### src/rtl/tt_settle_timer.sv
// Loadable down-counter with a zero flag; paces how long each vector is held.
module tt_settle_timer #(
  parameter int unsigned Width = 2
) (
  input  logic             clk_i,
  input  logic             rst_ni,
  input  logic             load_i,
  input  logic [Width-1:0] load_val_i,
  input  logic             dec_i,
  output logic             zero_o
);

  logic [Width-1:0] cnt_q;

  // Load has priority; decrement stops at zero.
  always_ff @(posedge clk_i or negedge rst_ni) begin
    if (!rst_ni) begin
      cnt_q <= '0;
    end else if (load_i) begin
      cnt_q <= load_val_i;
    end else if (dec_i && (cnt_q != '0)) begin
      cnt_q <= cnt_q - 1'b1;
    end
  end

  assign zero_o = (cnt_q == '0);

endmodule

### config.mk
export PLATFORM = sky130hd
export DESIGN_NAME = tt_settle_timer
export DESIGN_NICKNAME = d
export VERILOG_FILES = /design/src/rtl/tt_settle_timer.sv
export SDC_FILE = /design/constraint.sdc
export NUM_CORES = 1
export LEC_CHECK = 0
export BUFFER_PORTS_ARGS = -buffer_cell sky130_fd_sc_hd__buf_2
export CAP_MARGIN = 25
export CORE_AREA = 2 2 39 41
export DETAILED_ROUTE_END_ITERATION = 6
export DIE_AREA = 0 0 41 43
export MAX_ROUTING_LAYER = met4
export PLACE_DENSITY_LB_ADDON = 0.15
export SLEW_MARGIN = 20
export SYNTH_ARGS = -nofsm -noshare
export SYNTH_HDL_FRONTEND = slang
export SYNTH_SLANG_ARGS = --single-unit
### constraint.sdc
create_clock -name clk_i -period 2.67 [get_ports clk_i]
set_clock_uncertainty 0.1 [all_clocks]
set_input_delay 0.267 -clock clk_i [delete_from_list [all_inputs] [get_ports clk_i]]
set_output_delay 0.267 -clock clk_i [all_outputs]
set_load 0.005 [all_outputs]
==> results_dict.tcl, run 1 <==
set metrics [dict create \
    drt_first_pass_iters 2 \
    syn-cell-area_um2 133 \
    grtUsageMet1_pct 6.07 \
    grt_antenna_before_repair 0 \
    hold_end "cnt_q[0]" \
    r2r-start "cnt_q[0]" \
    clk_pin_slew_ps 30 \
    grt_pass1_vias 129 \
    crit_chain "inv_1, ha_1, or4b_1, o311ai_0" \
    drc_errors 0 \
    fin_tns_setup_ps 0 \
    start_kind "flop" \
    worstPathMaxFanout 3 \
    cts_buffers 3 \
    ys_types 9 \
    io_pins 7 \
    hold_class "in2reg" \
    largestRegisters "cnt_q x2" \
    critical_path_class "reg2reg" \
    clk_latency_ps 220 \
    chipHeight_um 43 \
    drtAntennaViolNets 0 \
    synth_area_per_cell_um2 10.2 \
    wl_per_cell_um 7.77 \
    grt_max_degree 7 \
    clock.fmax_mhz 668 \
    post_cts_buffers 0 \
    tightest_slew_ps 295 \
    grt_pass1_wl_um 476 \
    clockRootBuffer "clkbuf_4" \
    p_int_uw 99.0 \
    holdBufCountCts 1 \
    globalRoute.totalOverflow 0 \
    dp_slack_ps 1140 \
    max_stage_delay_ps 510 \
    seqPwrFrac_pct 28.6 \
    clkSinkCount 2 \
    ctsResizeCount 0 \
    arrival_ps 1500 \
    drv_cap 0 \
    fin_crit_sh_pct 56.1 \
    clk_path_buf_depth 2 \
    leakagePower_uw 0.000104 \
    synth-seq-cells 2 \
    ys_seq_area_share_pct 37.7 \
    ir_drop_v 0.000103 \
    largest_register_ffs 2 \
    slew_violations 0 \
    final_nets 32 \
    synth_nets 20 \
    min_from "load_val_i[0]" \
    combPwrFrac_pct 20.6 \
    yosys_warnings 0 \
    gp_congestion 0.670 \
    drt_wl_total_um 303 \
    grt_busiest_layer "met1" \
    power_density_nw_per_um2 611 \
    finalHoldViolations 0 \
    grtUsageMet2_pct 4.06 \
    diodes 0 \
    reg2regPathDepth 4 \
    final_common_cell "buf_2" \
    largest-register "cnt_q" \
    synthCells 13 \
    use_met3_pct 1.57 \
    coreArea_um2 1380 \
    rows 14 \
    holdPathStages 3 \
    status "complete, no violations" \
    rrSetupSlack_ps 1170 \
    io_buffers 6 \
    drt_iter0_drc 2 \
    die_area_um2 1760 \
    drive_gt1_share_pct 43.5 \
    timing.final.ws_setup_ps 1170 \
    cp-end-kind "flop" \
    clkPwrFrac_pct 50.8 \
    startpoint "cnt_q[0]" \
    required_ps 2670 \
    htreeDepth 1 \
    cts_tree "done" \
    switching_share_pct 24.7 \
    mostFrequentLayoutCells "buf_2 (6), clkbuf_4 (3)" \
    area_growth_syn_to_layout_pct 62.3 \
    relSlewSlack_pct 80.1 \
    power.net_switching_uw 32.5 \
    dr_total_vias 122 \
    fill_cells 160 \
    period_needed_ps 1500 \
    rr_endpoint "cnt_q[1]" \
    cp_slowest_cell "or4b_1" \
    rsz0062_at_grt "no" \
    start_util_pct 9.58 \
    setup_viol 0 \
    viasPerCell 3.13 \
    die_w_um 41 \
    grt_use_total_pct 4.52 \
]
critical path: cells and delay by family, from the launching register on:
| kind | cells | cell delay [ps] |
|---|---|---|
| flops | 1 | 350 |
| compound gates | 1 | 100 |
| fa+ha+maj | 1 | 270 |
| simple gates | 1 | 510 |
| buf+inv | 1 | 50 |
metal layers:
| metal | share of wire [%] | up-vias | wire [µm] |
|---|---|---|---|
| met3 | 9.2 | 0 | 28 |
| met1 | 59 | 47 | 179 |
| met2 | 31 | 7 | 95 |
| li1 | - | 68 | - |
| met5 | 0 | - | 0 |
| met4 | 0 | 0 | 0 |
logic make-up after synthesis:
kind of cell,after synthesis,share of synthesized area (%)
adders and majority gates,1,9.43
buffers and inverters,2,5.66
and+or+nand+nor,6,31.1
AOI/OAI and AO/OA,2,16.0
DFF,2,37.7
worst max-delay path by stage:
stage | to | slack, ps | cells after the start
2_1_floorplan | cnt_q[1] | 1250 | 4
3_3_place_gp | cnt_q[1] | 1160 | 4
3_5_place_dp | cnt_q[1] | 1140 | 4
4_1_cts | cnt_q[1] | 1160 | 4
5_1_grt | cnt_q[1] | 1100 | 4
6_report | cnt_q[1] | 1170 | 4
final cells by class:
class | count | area, µm² | share of cell area [%]
Multi-Input combinational cell | 9 | 75.1 | 34.9
Inverter | 2 | 7.51 | 3.49
Clock buffer | 3 | 22.5 | 10.5
Sequential cell | 2 | 50.0 | 23.3
Tap cell | 16 | 20.0 | 9.30
Timing Repair Buffer | 7 | 40.0 | 18.6
power by group through the flow:
| stage | combinational (µW) | clock [µW] | sequential (µW) |
|---|---|---|---|
| detailed placement | 26.9 | 0 | 37.5 |
| finish | 27.1 | 66.8 | 37.6 |
| CTS | 27.8 | 71.3 | 37.7 |
| global route | 32.2 | 74.8 | 37.9 |
| global placement | 26.2 | 0 | 37.9 |
| floorplan | 16.3 | 0 | 36.8 |
Yosys cell counts (all sizes together):
master  instances  share of area (%)
nand2           2                5.7
or4b            2                 15
o311ai          1                6.6
ha              1                9.4
inv             2                5.7
or2b            1                5.7
nor2b           1                4.7
o211ai          1                9.4
dfrtp           2                 38
per-stage QoR:
stage / instance area, µm² / std cells / total power [µW] / utilization (%) / hold slack [ps]
3_3_place_gp: 183 / 35 / 64.1 / 13.2 / -47.3
5_1_grt: 215 / 39 / 145 / 15.6 / 167
4_1_cts: 215 / 39 / 137 / 15.6 / 159
6_report: 215 / 39 / 132 / 15.6 / 164
2_1_floorplan: 133 / 13 / 53.1 / - / -129
3_5_place_dp: 183 / 35 / 64.5 / 13.2 / -46.1
No activity file was read; power rests on OpenSTA's default activity.
==> run 2: changes to the inputs <==
ABC_AREA = 1   (was unset)
clock period = 1.5 ns   (was 2.67 ns; I/O delays follow)
==> results_dict.tcl, run 2 <==
set metrics [dict create \
    yosys.area.top_type "dfrtp_1" \
    synthFlopType "dfrtp_1" \
    viasPerCell 3.31 \
    hpwlAfterDp_um 224 \
    start_util_pct 9.22 \
    place_area_um2 178 \
    design_area_um2 210 \
    reg2regPathDepth 5 \
    drive_gt1_share_pct 34.5 \
    syn-cell-area_um2 128 \
    tightest_slew_ps 140 \
    final_nets 38 \
    r2r-start "cnt_q[0]" \
    required_ps 1250 \
    dr_total_vias 149 \
    slew_violations 0 \
    synth-seq-cells 2 \
    gp_congestion 0.506 \
    cts_buffers 3 \
    io_buffers 6 \
    synth_area_leaders "dfrtp_1 (39%), nand2_1 (24%), ha_1 (9.8%)" \
    worstPathMaxFanout 3 \
    synth_edf_count 0 \
    fin_crit_sh_pct 80.0 \
    seqCellArea_um2 50.0 \
    relSlewSlack_pct 90.6 \
    area_growth_syn_to_layout_pct 64.7 \
    chipHeight_um 43 \
    largestRegisters "cnt_q x2" \
    clkPwrFrac_pct 44.7 \
    fin_tns_setup_ps 0 \
    ys_types 7 \
    rrSetupSlack_ps 350 \
    synth_nets 26 \
    dp_slack_ps 364 \
    ctsResizeCount 0 \
    grt_antenna_before_repair 0 \
    yosysMostFrequentCell "nand2_1" \
    arrival_ps 950 \
    clockRootBuffer "clkbuf_4" \
    synth_area_per_cell_um2 6.72 \
    timing.final.ws_setup_ps 300 \
    clk_path_buf_depth 2 \
    drt_wl_total_um 305 \
    power_density_nw_per_um2 1260 \
    seqPwrFrac_pct 29.0 \
    p_int_uw 188 \
    synth_top_area_share_pct 39.2 \
    finalHoldViolations 0 \
    largest_register_ffs 2 \
    globalRoute.totalOverflow 0 \
    ys_seq_area_share_pct 39.2 \
    cts_tree "done" \
    power.net_switching_uw 76.0 \
    synth_commonest_cells "nand2_1 (8), inv_1 (3), dfrtp_1 (2), nand3_1 (2), o21ai_0 (2)" \
    async_flop_share_pct 100 \
    startpoint "cnt_q[0]" \
    post_cts_buffers 0 \
    clkSinkCount 2 \
    drtAntennaViolNets 0 \
    grt_pass1_wl_um 400 \
    io_pins 7 \
    rows 14 \
    yosys_warnings 0 \
    switching_share_pct 28.7 \
    grt_use_total_pct 4.01 \
    drt_first_pass_iters 4 \
    max_stage_delay_ps 360 \
    multi_input_area_um2 62.6 \
    wl_per_cell_um 6.78 \
    setup_viol 0 \
    ir_drop_v 0.000413 \
    synthCells 19 \
    grt_max_degree 6 \
    clk_pin_slew_ps 30 \
    hold_class "in2async" \
    clock.fmax_mhz 833 \
    diodes 0 \
    fill_cells 159 \
    coreArea_um2 1380 \
    grt_pass1_vias 105 \
    final_common_cell "nand2_1" \
    status "complete, no violations" \
    mostFrequentLayoutCells "nand2_1 (8), buf_2 (6), inv_1 (3), clkbuf_4 (3)" \
    drt_iter0_drc 4 \
    period_needed_ps 1200 \
    drc_errors 0 \
    cp_slowest_cell "dfrtp_1" \
    crit_chain "inv_1, ha_1, buf_2" \
    drv_cap 0 \
    rsz0062_at_grt "no" \
    die_area_um2 1760 \
    htreeDepth 1 \
    endpoint "zero_o" \
    leakagePower_uw 0.000120 \
    combPwrFrac_pct 26.3 \
    die_w_um 41 \
    critical_path_class "reg2out" \
    largest-register "cnt_q" \
    clk_latency_ps 220 \
    cp-end-kind "primary output" \
    rr_endpoint "cnt_q[1]" \
    start_kind "flop" \
]
[run 2: layout make-up]
| type | instances | share of cell area (%) |
|---|---|---|
| Timing Repair Buffer | 7 | 19.0 |
| Multi-Input combinational cell | 13 | 29.8 |
| Clock buffer | 3 | 10.7 |
| Sequential cell | 2 | 23.8 |
| Inverter | 4 | 7.14 |
| Tap cell | 16 | 9.52 |
[run 2: power groups by stage]
stage / logic, µW / registers, µW / clock network [µW]
after floorplan: 44.6 / 74.8 / 0
after global placement: 69.1 / 76.5 / 0
after detailed placement: 68.6 / 77.2 / 0
after CTS: 70.7 / 76.6 / 126
after global routing: 82.2 / 78.8 / 133
final: 69.5 / 76.5 / 118
[run 2: what timing repair did]
item,CTS,global route
hold buffers,1,0
endpoints found under the hold margin,2,0
setup endpoints to repair,0,0
[run 2: worst min-delay path by stage]
stage,from,endpoint
floorplan,rst_ni,cnt_q[0]
global placement,rst_ni,cnt_q[1]
detailed placement,rst_ni,cnt_q[1]
CTS,rst_ni,cnt_q[0]
global route,rst_ni,cnt_q[0]
finish,rst_ni,cnt_q[0]
[run 2: logic make-up after synthesis]
family                     count (synthesis)  share of synthesized area [%]
AOI/OAI and AO/OA                          2                           7.84
buffers and inverters                      4                           11.8
and+or+nand+nor                           10                           31.4
DFF                                        2                           39.2
adders and majority gates                  1                           9.80
[run 2: per-layer routing]
metal | routed length, µm | GRT usage [%]
met5 | 0 | -
met4 | 0 | 6.00
met3 | 39 | 1.57
met2 | 98 | 3.44
met1 | 167 | 5.14
[run 2: critical path: cells and delay by family, from the launching register on]
kind,cells,cell delay [ps]
buffers and inverters,2,180
flip-flops,1,360
adder cells (fa/ha/maj),1,190
[run 2: metrics by stage]
step           instances  util (%)  hold WS [ps]  power [µW]
3_5_place_dp          41      12.8          -164         146
3_3_place_gp          41      12.8          -165         146
6_report              45      15.2           142         264
5_1_grt               45      15.2           147         294
2_1_floorplan         19         -          -246         119
4_1_cts               45      15.2           124         274
